<file path="src/rtl/mlp_cfg_sequencer.sv">
// mlp_cfg_sequencer
// Control block for a parameterised MLP datapath. Loads the packed
// {biases, weights} vector byte-serially (LSB first) into a shadow register,
// commits it atomically one edge after the final byte, then sequences
// inference: accept a sample, hold it for SETTLE cycles, register the class
// index and present it over a valid/ready handshake.
//
// Optional feature: define MLP_CFG_CHECKSUM_EN to expect one extra trailing
// byte equal to the XOR of all parameter bytes. A mismatching load is dropped
// and flagged on cfg_err until the next load starts.
module mlp_cfg_sequencer #(
   parameter int W_BITS   = 168,
   parameter int B_BITS   = 84,
   parameter int IN_BITS  = 16,
   parameter int OUT_BITS = 2,
   parameter int SETTLE   = 4
) (
   input  logic                clk,
   input  logic                rst,
   input  logic                cfg_valid,
   input  logic [7:0]          cfg_data,
   output logic                cfg_ready,
   output logic                cfg_done,
   output logic                cfg_err,
   input  logic                in_valid,
   input  logic [IN_BITS-1:0]  in_data,
   output logic                in_ready,
   output logic [IN_BITS-1:0]  mlp_inp,
   output logic [W_BITS-1:0]   mlp_weights,
   output logic [B_BITS-1:0]   mlp_biases,
   input  logic [OUT_BITS-1:0] mlp_out,
   output logic                res_valid,
   output logic [OUT_BITS-1:0] res_data,
   input  logic                res_ready,
   output logic                busy
);

   localparam int PBITS  = W_BITS + B_BITS;
   localparam int NBYTES = (PBITS + 7) / 8;
`ifdef MLP_CFG_CHECKSUM_EN
   localparam int LAST_IDX = NBYTES;        // trailing checksum byte
`else
   localparam int LAST_IDX = NBYTES - 1;
`endif
   localparam int CW = $clog2(LAST_IDX + 2);

   localparam logic [2:0] S_UNCFG = 3'd0;
   localparam logic [2:0] S_LOAD  = 3'd1;
   localparam logic [2:0] S_IDLE  = 3'd2;
   localparam logic [2:0] S_EVAL  = 3'd3;
   localparam logic [2:0] S_RESP  = 3'd4;

   logic [2:0]       state;
   logic [CW-1:0]    byte_cnt;
   logic             commit_pend;
   logic [7:0]       settle_cnt;
   logic [PBITS-1:0] shadow;

   logic             cfg_acc;
   logic             in_acc;
   logic [CW-1:0]    byte_idx;
   logic             is_last;
   logic             shadow_wr;

`ifdef MLP_CFG_CHECKSUM_EN
   logic [7:0]       xor_acc;
   logic             err_q;
   assign cfg_err = err_q;
`else
   assign cfg_err = 1'b0;
`endif

   // Handshake outputs are pure decodes of registered state. The commit
   // cycle refuses bytes so the shadow is stable while it is copied.
   assign cfg_ready = (state == S_UNCFG) || (state == S_IDLE) ||
                      ((state == S_LOAD) && !commit_pend);
   assign in_ready  = (state == S_IDLE);
   assign res_valid = (state == S_RESP);
   assign busy      = (state == S_LOAD) || (state == S_EVAL) || (state == S_RESP);

   // A configuration byte takes priority over a sample offered in the same cycle.
   assign cfg_acc   = cfg_valid && cfg_ready;
   assign in_acc    = in_valid && in_ready && !cfg_valid;
   // The first byte of a load always lands in byte 0, whatever the stale count.
   assign byte_idx  = (state == S_LOAD) ? byte_cnt : '0;
   assign is_last   = (byte_idx == CW'(LAST_IDX));
   assign shadow_wr = cfg_acc && (byte_idx < CW'(NBYTES));

   // Shadow parameter register: byte k fills bits [8k+7:8k]; pad bits past PBITS are dropped.
   always_ff @(posedge clk) begin
      if (shadow_wr) begin
         for (int i = 0; i < PBITS; i++) begin
            if (byte_idx == CW'(i / 8)) shadow[i] <= cfg_data[3'(i % 8)];
         end
      end
   end

   // Sequencer: configuration load/commit, sample acceptance, settle timing, result handshake.
   always_ff @(posedge clk or posedge rst) begin
      if (rst) begin
         state       <= S_UNCFG;
         byte_cnt    <= '0;
         commit_pend <= 1'b0;
         settle_cnt  <= '0;
         cfg_done    <= 1'b0;
         mlp_weights <= '0;
         mlp_biases  <= '0;
         mlp_inp     <= '0;
         res_data    <= '0;
`ifdef MLP_CFG_CHECKSUM_EN
         xor_acc     <= '0;
         err_q       <= 1'b0;
`endif
      end else if (cfg_acc) begin
`ifdef MLP_CFG_CHECKSUM_EN
         if (state != S_LOAD) err_q <= 1'b0;
         xor_acc <= (byte_idx == '0) ? cfg_data : (xor_acc ^ cfg_data);
`endif
         if (!is_last) begin
            state    <= S_LOAD;
            byte_cnt <= byte_idx + 1'b1;
         end
`ifdef MLP_CFG_CHECKSUM_EN
         else if (cfg_data == xor_acc) begin
            state       <= S_LOAD;
            commit_pend <= 1'b1;
         end else begin
            // Bad checksum: discard the load, keep whatever set was committed.
            err_q    <= 1'b1;
            byte_cnt <= '0;
            state    <= cfg_done ? S_IDLE : S_UNCFG;
         end
`else
         else begin
            state       <= S_LOAD;
            commit_pend <= 1'b1;
         end
`endif
      end else if (commit_pend) begin
         mlp_weights <= shadow[W_BITS-1:0];
         mlp_biases  <= shadow[PBITS-1:W_BITS];
         cfg_done    <= 1'b1;
         commit_pend <= 1'b0;
         byte_cnt    <= '0;
         state       <= S_IDLE;
      end else if (in_acc) begin
         mlp_inp    <= in_data;
         settle_cnt <= 8'(SETTLE);
         state      <= S_EVAL;
      end else if (state == S_EVAL) begin
         // Sample the network on the edge where the count reaches zero.
         if (settle_cnt <= 8'd1) begin
            res_data   <= mlp_out;
            settle_cnt <= '0;
            state      <= S_RESP;
         end else begin
            settle_cnt <= settle_cnt - 8'd1;
         end
      end else if ((state == S_RESP) && res_ready) begin
         state <= S_IDLE;
      end
   end

endmodule

</file>
<file path="config.mk">
export PLATFORM = sky130hd
export DESIGN_NAME = mlp_cfg_sequencer
export DESIGN_NICKNAME = d
export VERILOG_FILES = /design/src/rtl/mlp_cfg_sequencer.sv
export SDC_FILE = /design/constraint.sdc
export NUM_CORES = 1
export LEC_CHECK = 0
export CAP_MARGIN = 25
export CORE_ASPECT_RATIO = 0.6
export CORE_MARGIN = 5
export CORE_UTILIZATION = 40
export CTS_BUF_LIST = sky130_fd_sc_hd__clkbuf_4
export CTS_CLUSTER_SIZE = 10
export DETAILED_ROUTE_END_ITERATION = 10
export GPL_ROUTABILITY_DRIVEN = 0
export GPL_TIMING_DRIVEN = 0
export PLACE_DENSITY_LB_ADDON = 0.12
export SLEW_MARGIN = 40
export SYNTH_ARGS = -nofsm -noshare
export SYNTH_HDL_FRONTEND = slang
export SYNTH_SLANG_ARGS = --single-unit
</file>
<file path="constraint.sdc">
create_clock -name clk -period 9.8 [get_ports clk]
set_clock_uncertainty 0.05 [all_clocks]
set_input_delay 0.98 -clock clk [delete_from_list [all_inputs] [get_ports clk]]
set_output_delay 0.98 -clock clk [all_outputs]
set_load 0.02 [all_outputs]
</file>
Word-level counts from Yosys, hierarchy flattened
Index checks and enable logic that the tools add are counted.
{"block": "word_totals", "regBits": 293, "output_inout_bits": 276, "input_bits": 31}
{"block": "op_classes", "eq_ne": 38, "magnitude_cmp": 2, "reduce_logical": 55, "n_addsub": 2, "muxes": 15, "bitwise": 3}
{"operator": "$eq A6 B5 Y1 const B", "n": 16}
{"operator": "$reduce_and A2 Y1", "n": 35}
{"operator": "$eq A6 B4 Y1 const B", "n": 8}
{"operator": "$eq A6 B3 Y1 const B", "n": 4}
{"operator": "$mux W6", "n": 4}
{"operator": "$mux W8", "n": 3}
{"operator": "$mux W3", "n": 6}
{"operator": "$eq A6 B2 Y1 const B", "n": 2}
{"operator": "$le A8 B1 Y1 const B", "n": 1}
{"operator": "$sub A8 B1 Y8 const B", "n": 1}
{"operator": "$add A6 B1 Y6 const B", "n": 1}
{"operator": "$eq A3 B2 Y1 const B", "n": 2}
{"operator": "$eq A6 B1 Y1 const B", "n": 1}
{"operator": "$logic_and A1 B1 Y1", "n": 6}
{"operator": "$logic_not A6 Y1", "n": 1}
{"operator": "$lt A6 B6 Y1 const B", "n": 1}
{"operator": "$reduce_and A3 Y1", "n": 2}
{"operator": "$ne A5 B4 Y1 const B", "n": 1}
{"operator": "$reduce_and A5 Y1", "n": 1}
{"operator": "$reduce_bool A5 Y1", "n": 1}
{"operator": "$logic_or A1 B1 Y1", "n": 4}
{"operator": "$reduce_bool A2 Y1", "n": 2}
{"operator": "$eq A3 B1 Y1 const B", "n": 1}
{"operator": "$eq A3 B3 Y1 const B", "n": 1}
{"operator": "other kinds (6)", "n": 10}

Longest topological paths before layout
Gate-level depths: netlist (run 1).
{"block": "depth", "depth_word": 7, "ltp_mapped": 9, "ltp_nobuf": 8}

Worst setup path after synthesis (run 1)
No wires, ideal clock.
{"block": "synth_path", "path_kind": "register to output", "start": "register state[0]", "end": "output busy", "t_arrival_ns": 1.469, "stages_incl_launch_ff": 4, "required_time_ns": 8.770, "path_buffers": 1, "path_slack_ns": 7.301, "path_cell_list": "dfrtp_1 clkbuf_1 nor3b_1 a21o_1"}
{"block": "synth_via", "elab_cells_between_ends": 5}
{"element": "from (decl)", "line_no": "53", "source": "logic [2:0] state;"}
{"element": "from (signal assigned)", "line_no": "101", "source": "state <= S_UNCFG;"}
{"element": "from (signal assigned)", "line_no": "120", "source": "state <= S_LOAD;"}
{"element": "from (signal assigned)", "line_no": "135", "source": "state <= S_LOAD;"}
{"element": "$eq A3 B3 Y1"}
{"element": "named net res_valid", "line_no": "32", "source": "output logic res_valid,"}
{"element": "$logic_or A1 B1 Y1", "line_no": "79", "source": "assign busy = (state == S_LOAD) || (state == S_EVAL) || (state == S_RESP);"}
{"element": "to (decl)", "line_no": "35", "source": "output logic busy"}
The timed path passes the listed nets, and every way through them passes these cells.

Worst setup path after layout (run 1)
{"block": "layout_path", "start": "register state[0]", "end": "output busy"}
{"block": "layout_via", "elab_chain_cells": 3, "elab_cells_between_ends": 5}
{"element": "$eq A3 B1 Y1 or $eq A3 B2 Y1 (tied branches)", "line_no": "79"}
{"element": "$logic_or A1 B1 Y1", "line_no": "79"}
{"element": "$logic_or A1 B1 Y1 *", "line_no": "79"}
Mark *: on every way between the ends. The rest lies on a longest branch, timed or not.

==> results of run 1 <==
[kinds of logic (layout without fill, tap and decap cells)]
family	Yosys count	after routing	share of synthesized area, %
AOI/OAI and AO/OA	33	33	1.906
xor gates and xnor gates	2	2	0.1508
adders and majority gates	6	6	0.6460
buffers and inverters	156	471	9.259
DFF	293	293	68.60
muxes	147	147	14.23
other	1	125	0.03227
and+or+nand+nor	110	110	5.168
[layer usage]
metal	routed length, µm	GRT usage, %
met1	12900	23.48
met5	0	0
met4	395	4.557
met2	11610	22.62
met3	1890	6.879
[power by group]
group,switching (mW),total [mW],internal [mW]
registers,0,1.28,1.28
clock network,0.484,1.00,0.518
logic,0.0783,0.128,0.0497
total,0.563,2.41,1.85
[final cells by class]
| type | count | share of cell area, % |
|---|---|---|
| clock inverter | 20 | 0.5031 |
| buffer | 147 | 6.760 |
| timing repair buffer | 184 | 12.61 |
| sequential | 293 | 51.71 |
| inverter | 9 | 0.2678 |
| tap | 375 | 3.043 |
| multi-input combinational | 423 | 19.70 |
| clock buffer | 111 | 5.405 |
[sequential cells by signal (all words and copies together), names as in the netlist]
| signal | flops |
|---|---|
| mlp_weights | 84 |
| commit_pend | 1 |
| shadow | 128 |
| settle_cnt | 8 |
| mlp_inp | 16 |
| byte_cnt | 6 |
| res_data | 2 |
| state | 3 |
| cfg_done | 1 |
| mlp_biases | 44 |
[critical path, stage by stage (launching register included)]
cell             delay [ns]
dfrtp_1                0.41
clkbuf_1               0.22
nor3b_1                0.37
a21o_1                 0.13
clkdlybuf4s50_1        0.60
[layout by cell type (no fill, tap or decap), types with 3 or more instances in the layout]
cell type	n
clkdlybuf4s50_1	173
ha_1	6
a211o_1	3
inv_2	3
clkbuf_1	5
buf_16	7
clkinv_1	15
dfrtp_1	165
nand2b_1	3
a21oi_1	6
clkbuf_4	111
and2_1	20
a21o_1	3
buf_4	125
nor4_1	4
nor3_1	5
conb_1	125
nor2_1	29
o211ai_1	3
nand2_1	18
edfxtp_1	128
mux2_2	146
nand3_1	10
or3_1	4
inv_1	8
o21ai_0	8
buf_2	21
[path summary, 6_finish.rpt]
path / endpoint / slack, ns / cells after the start
worst max register to register: byte_cnt[2] / 6.87 / 9
worst min-delay path: cfg_done / 0.42 / 1
worst max-delay path: busy / 6.35 / 4
max in group asynchronous: mlp_weights[88] / 8.33 / 3
worst min register to register: cfg_done / 0.42 / 1
min in group asynchronous: mlp_biases[49] / 0.68 / 2
==> flow_summary.yaml, run 1 <==
worst_setup_path:
  r2r_start: "state[2]"
  arrival_ns: 2.42
  cp_max_fo: 10
  cp-startpoint: "state[0]"
  required_ns: 8.77
  criticalPathCategory: "flop to output pin"
  cp-end-kind: "output pin"
  start_kind: "flop"
route:
  antenna_left: 0
  drt_iter0_markers: 362
  dr.pass1.iters: 4
  drc: 0
  via_count: 6708
  finalWirelength_mm: 26.80
  vias_per_cell: 4.294
  wl_per_cell_um: 17.16
synth:
  synth.cell_area_um2: 11620
  ys_seq_elements: 293
  syn_inst: 748
  syn_area_per_cell_um2: 15.54
  synth_top_area_cell: "dfrtp_1"
  synth_common_cells: "165 x dfrtp_1, 146 x mux2_2, 128 x edfxtp_1"
  ys_seq_area_share_pct: 68.60
  yosysUniqueCellTypes: 46
  synth_flop_cell: "dfrtp_1"
  synth.top_cells.by_area: "dfrtp_1 36%, edfxtp_1 33%, mux2_2 14%, buf_4 8.1%, and2_1 1.1%"
  synth_top_area_share_pct: 35.53
  synth_warnings: 0
  synthArstFlopShare_pct: 56.31
  synth_enable_flop_cells: 128
  yosysMostFrequentCell: "dfrtp_1"
die:
  fp-row-count: 48
  pin_count: 307
  fp.dieArea_um2: 32670
  die_x_um: 230.1
  initial_utilization_pct: 40.48
  die-height_um: 142.0
  design.core.area_um2: 28710
clock_tree:
  h-tree-depth: 3
  cts_resized: 0
  cts.sinks: 293
  cts_tree: "done"
  clock-root-buffer: "clkbuf_4"
  clk_path_buf_depth: 3
  post-cts-setup-buffers: 0
  clock_latency_ns: 0.71
  cts.reportedPaths.clkPinSlew_ns: 0.07
  ctsHoldBuffers: 0
  cts_buffers: 72
power:
  fin_total_pwr_mw: 2.412
  ir_worst_vdd_mv: 0.08060
  powerDensity_nw_per_um2: 156.4
  leakage_nw: 7.084
status:
  status: "finished, final reports clean"
sta:
  maxSlewHeadroom_pct: 46.22
  post-route-min-period_ns: 3.453
  finalHoldViolCount: 0
  fmax_mhz: 289.6
  slew_viol_final: 0
  rsz0062_at_grt: "false"
  fin_tns_setup_ns: 0
  setup_viol: 0
  tightest_slew_ns: 0.7993
  holdWs_ns: 0.4163
  worst_slack_ns: 6.347
  period_share_pct: 35.23
grt:
  grtUsageTotal_pct: 16.28
  grt_max_degree: 65
  antenna_found_initial: 0
  grt_pass1_vias: 6844
  grt_first_pass_wirelength_mm: 40.85
  grt_overflow_total: 0
worst_hold_path:
  hp-start: "cfg_done"
  hold_class: "flop to flop"
placement:
  dpl.cell_count: 1431
  place_area_um2: 14510
  pre_cts_ws_ns: 6.349
  port_buffers: 177
  dp_hpwl_mm: 18.72
final_layout:
  finalNonFillerCells: 1562
  n_antenna_cell: 0
  areaGrowthSynthToFinish_pct: 32.68
  finalCoreUtilization_pct: 53.71
  layout-drive-gt1-share_pct: 35.55
  multi_input_area_um2: 3038
  fillers: 2471
  regArea_um2: 7973
  final_nets: 1167
  design_area_um2: 15420
flow_run:
  drv_cap: 0
No activity file was read; power rests on OpenSTA's default activity.
==> run 2: changes to the inputs <==
==> constraint.sdc (replaced) <==
create_clock -name clk -period 3.4 [get_ports clk]
set_clock_uncertainty 0.05 [all_clocks]
set_input_delay 0.34 -clock clk [delete_from_list [all_inputs] [get_ports clk]]
set_output_delay 0.34 -clock clk [all_outputs]
set_load 0.02 [all_outputs]
==> flow_summary.yaml, run 2 (same netlist as run 1, synthesis figures left out) <==
status:
  status: "finished, final reports clean"
sta:
  holdWs_ns: 0.1794
  setup_viol: 0
  slew_viol_final: 0
  finalHoldViolCount: 0
  post-route-min-period_ns: 2.935
  worst_slack_ns: 0.4652
  maxSlewHeadroom_pct: 57.02
  rsz0062_at_grt: "false"
  fin_tns_setup_ns: 0
  tightest_slew_ns: 0.6389
  period_share_pct: 86.32
  fmax_mhz: 340.7
worst_hold_path:
  hold_end: "mlp_inp[0]"
  hp-start: "in_data[0]"
  whs_path_depth: 2
  hold_class: "input port to flop"
placement:
  pre_cts_ws_ns: 0.4752
  place_area_um2: 14570
  dpl.cell_count: 1435
  port_buffers: 177
  dp_hpwl_mm: 18.86
clock_tree:
  cts.sinks: 293
  post-cts-setup-buffers: 0
  clock-root-buffer: "clkbuf_4"
  h-tree-depth: 3
  cts_tree: "done"
  cts_buffers: 71
  clock_latency_ns: 0.72
  cts_resized: 0
  cts.reportedPaths.clkPinSlew_ns: 0.07
  clk_path_buf_depth: 3
worst_setup_path:
  start_kind: "flop"
  r2r-end: "byte_cnt[2]"
  required_ns: 3.98
  cp-end-kind: "flop"
  cp_max_fo: 9
  criticalPathCategory: "flop to flop"
  reg2regPathDepth: 9
  arrival_ns: 3.52
  regToRegSetupSlack_ns: 0.47
  r2r_start: "state[2]"
power:
  powerDensity_nw_per_um2: 453.1
  fin_total_pwr_mw: 7.051
  leakage_nw: 7.148
  ir_worst_vdd_mv: 0.2798
grt:
  grt_overflow_total: 0
  grtUsageTotal_pct: 16.22
  grt_first_pass_wirelength_mm: 40.44
  antenna_found_initial: 1
  grt_pass1_vias: 6727
  grt_max_degree: 33
final_layout:
  design_area_um2: 15560
  most-common-layout-cells: "173 x clkdlybuf4s50_1, 165 x dfrtp_1, 146 x mux2_2"
  largest_register: "shadow"
  largest_reg_flops: 128
  areaGrowthSynthToFinish_pct: 33.91
  final_nets: 1175
  finalNonFillerCells: 1568
  finalCoreUtilization_pct: 54.21
  final_common_cell: "clkdlybuf4s50_1"
  top_regs: "shadow (128), mlp_weights (84), mlp_biases (44)"
  layout-drive-gt1-share_pct: 36.19
  fillers: 2461
route:
  vias_per_cell: 4.307
  finalWirelength_mm: 26.78
  drc: 0
  antenna_left: 0
  via_count: 6753
  dr.pass1.iters: 4
  wl_per_cell_um: 17.08
  drt_iter0_markers: 322
die:
  fp-row-count: 48
  design.core.area_um2: 28710
  fp.dieArea_um2: 32670
  pin_count: 307
  initial_utilization_pct: 40.48
  die_x_um: 230.1
  die-height_um: 142.0
flow_run:
  drv_cap: 0
run 2: final cells by class:
class	instances	area (µm²)	area share (%)
diodes	2	5.005	0.03216
plain buffers	147	1042	6.697
clock buffers	116	870.8	5.596
clock inverters	10	65.06	0.4181
inverters	9	37.54	0.2412
multi-input cells	423	3038	19.52
flip-flops and latches	293	7973	51.23
well taps	375	469.2	3.015
repair buffers	193	2062	13.25
run 2: layer usage:
| metal | wire, µm | global-route usage [%] | up-vias | share of wire (%) |
|---|---|---|---|---|
| li1 | - | - | 3233 | - |
| met1 | 13300 | 24.23 | 3326 | 50 |
| met2 | 11890 | 22.69 | 164 | 44 |
| met3 | 1293 | 5.643 | 30 | 4.8 |
| met4 | 294 | 4.148 | 0 | 1.1 |
| met5 | 0 | 0 | - | 0 |
run 2: critical path, stage by stage, from the launching register on:
cell	delay, ns
dfrtp_1	0.35
buf_2	0.17
nor3b_2	0.43
nand2_1	0.21
inv_1	0.12
ha_1	0.44
nand3_1	0.24
or4b_4	0.55
a21oi_2	0.18
a21o_1	0.13
run 2: timing repair:
action                     CTS  global route
hold endpoints to repair    52             0
hold buffers                 5             0
setup endpoints to repair    0             0
run 2: report_power, final:
| group | leakage, nW | switching, mW | internal, mW | total [mW] |
|---|---|---|---|---|
| Sequential | 3.41 | 0 | 3.70 | 3.70 |
| Combinational | 3.17 | 0.227 | 0.154 | 0.382 |
| Clock | 0.572 | 1.36 | 1.61 | 2.97 |
run 2: worst max-delay path by stage:
| stage | end | start | slack [ns] |
|---|---|---|---|
| 2_1_floorplan | byte_cnt[0] | rst | 0.91 |
| 6_report | byte_cnt[2] | state[2] | 0.47 |
| 4_1_cts | byte_cnt[2] | state[2] | 0.46 |
| 3_3_place_gp | mlp_weights[34] | rst | -0.81 |
| 5_1_grt | byte_cnt[2] | state[2] | 0.20 |
| 3_5_place_dp | byte_cnt[3] | state[2] | 0.48 |
==> variant: new RTL, flow settings as in run 2 <==
Change the parameter `OUT_BITS` from 2 to 3.
--- a/src/rtl/mlp_cfg_sequencer.sv
+++ b/src/rtl/mlp_cfg_sequencer.sv
@@ -12,7 +12,7 @@
    parameter int W_BITS   = 168,
    parameter int B_BITS   = 84,
    parameter int IN_BITS  = 16,
-   parameter int OUT_BITS = 2,
+   parameter int OUT_BITS = 3,
    parameter int SETTLE   = 4
 ) (
    input  logic                clk,
Interface: changed (resized mlp_out and res_data); port bits go from 307 to 309. No check against the original RTL was run, so the function may have changed too.
==> variant against run 2 <==
- sequential share of layout area shrank 0.45 points
- critical path depth decreased by 2
- synthesized area grew 0.80%
- setup slack improved by 0.028 ns
- critical path type unchanged
- sequential cell count up 1
- first-iteration DRC count is 33% lower
- cell area grew 1.2%
- synthesized cell count is 0.27% lower
- wire length is 2.2% higher
- final cell count increased by 0.13%
Power is not compared: it rests on default switching activity, and its combinational part moved more than twofold at a synthesized area within 25%.
==> variant: results (changes against run 2) <==
metric,value,unit,change
status,finished clean,,
ys_warn_count,0,,unchanged
nets,1177,,+0.17%
p_leak,6.99,nW,
grt_max_degree,33,,unchanged
rr_startpoint,state[0]$_DFFE_PP0P_,,
post_cts_buffers,0,,unchanged
async_reset_ff_share,56.5,%,+0.15 points
synth.yosys.seq_area_share,68.3,%,-0.33 points
worstHoldStart,in_data[9],,
synthMuxAreaShare,14.3,%,+0.069 points
grt_use_met2,23.5,%,+0.77 points
synth_common_cells,"166 x dfrtp_1, 147 x mux2_2, 128 x edfxtp_1, 126 x buf_4, 30 x nor2_1",,
antenna_found_initial,0,,-1
min_to,mlp_inp[9]$_DFFE_PP0P_,,
grt_usage,16.5,%,+0.31 points
clock_latency,0.71,ns,
num_antenna_cells,0,,-2
dp_hpwl,19000,um,+0.69%
rr_worst_depth,7,,-2
rrSetupSlack,0.49,ns,+0.03 ns
hold_depth,2,,unchanged
yosysUniqueCellTypes,52,,+13%
final_cells,1570,,+0.13%
dp_worst_setup_slack,0.276,ns,-0.199 ns
grt_pass1_vias,7049,,+4.8%
hold_class,input port to flop,,
grt_first_pass_wirelength,41800,um,+3.4%
place_area,14700,um^2,+0.82%
cp_max_fo,10,,+1
io_buffers,179,,+1.1%
r2r-end,shadow[187]$_DFFE_PP_,,
fmax,0.344,GHz,+0.95%
path_clk_slew,0.08,ns,
dp.cells,1435,,unchanged
clockBufferDepth,3,,unchanged
worst_slew_pin_slew,0.831,ns,+0.192 ns
fillers,2448,,-0.53%
numCtsBuffers,72,,+1.4%
synth_edf_count,128,,unchanged
synth_xor_area_share,0.150,%,-0.0012 points
synth_adder_area_share,0.641,%,-0.0051 points
dr_total_vias,6820,,+0.99%
drtIter0Drc,215,,-33%
synth_compound_area_share,1.76,%,-0.14 points
grt_overflow_total,0,,unchanged
synth.area.top_cells,"dfrtp_1 35%, edfxtp_1 33%, mux2_2 14%",,
ir_drop,0.360,mV,
syn_avg_cell_area,15.7,um^2,+1.1%
reg_top3,"shadow x128, mlp_weights x84, mlp_biases x44",,
grtUsageMet1,23.8,%,-0.40 points
wl,27400,um,+2.2%
drive_gt1_share,36.5,%,+0.30 points
crit_arrival,3.18,ns,-0.34 ns
grt.met3_usage,6.28,%,+0.64 points
[variant: metal layers]
metal	vias to the layer above	part of all wire (%)
met3	35	6.4
met1	3375	48
met4	0	1.3
li1	3245	-
met5	-	0
met2	165	44
[variant: worst max path at each step]
stage                     cells after the start                  from                     endpoint
after global routing                          7  state[0]$_DFFE_PP0P_        shadow[186]$_DFFE_PP_
after global placement                        2                   rst  mlp_weights[80]$_DFFE_PP0P_
after detailed placement                      7  state[0]$_DFFE_PP0P_        shadow[187]$_DFFE_PP_
after floorplan                               1                   rst      byte_cnt[0]$_DFFE_PP0P_
final                                         7  state[0]$_DFFE_PP0P_        shadow[187]$_DFFE_PP_
after CTS                                     7  state[0]$_DFFE_PP0P_         shadow[10]$_DFFE_PP_
[variant: logic make-up (layout without fill, tap and decap cells)]
family / Yosys count / count (layout)
flip-flops: 294 / 294
XOR/XNOR: 2 / 2
adder cells (fa/ha/maj): 6 / 6
AO/OA/AOI/OAI: 30 / 30
buffers and inverters: 157 / 482
AND/OR/NAND/NOR: 107 / 107
other: 1 / 125
multiplexers: 149 / 149
[variant: critical path, stage by stage (launching register included)]
cell and delay [ns]:
dfrtp_1 0.41, buf_2 0.24, nor3b_2 0.42, nand2_1 0.18, inv_1 0.14, ha_1 0.23, inv_1 0.15, nor3_1 0.71
[variant: where the power goes]
part           leakage (nW)  switching [W]  internal (W)
Combinational          3.12        0.00104      0.000763
Sequential             3.29       0.000152       0.00399
Clock                 0.592        0.00141       0.00176
Total                  6.99        0.00261       0.00651
[variant: stage by stage]
step / TNS (ns) / hold WS, ns / total power [W]
floorplan: 0 / 0.389 / 0.00529
global placement: -142.60 / 0.402 / 0.00596
detailed placement: 0 / 0.414 / 0.00602
CTS: 0 / 0.101 / 0.00926
global route: 0 / 0.107 / 0.00963
finish: 0 / 0.197 / 0.00911
[variant: cell type report]
cell class              instances  area [um^2]  area share [%]
flip-flops and latches        294         8000            50.8
clock buffers                 115          863            5.48
multi-input cells             419         3020            19.2
plain buffers                 148         1130            7.20
well taps                     375          469            2.98
inverters                       9         37.5           0.238
repair buffers                195         2090            13.3
clock inverters                15          139           0.882
[variant: repair_timing]
action	in CTS	in global routing
endpoints found under the setup margin	0	4
hold endpoints to repair	50	0
resized for setup	0	1
hold buffers	5	0
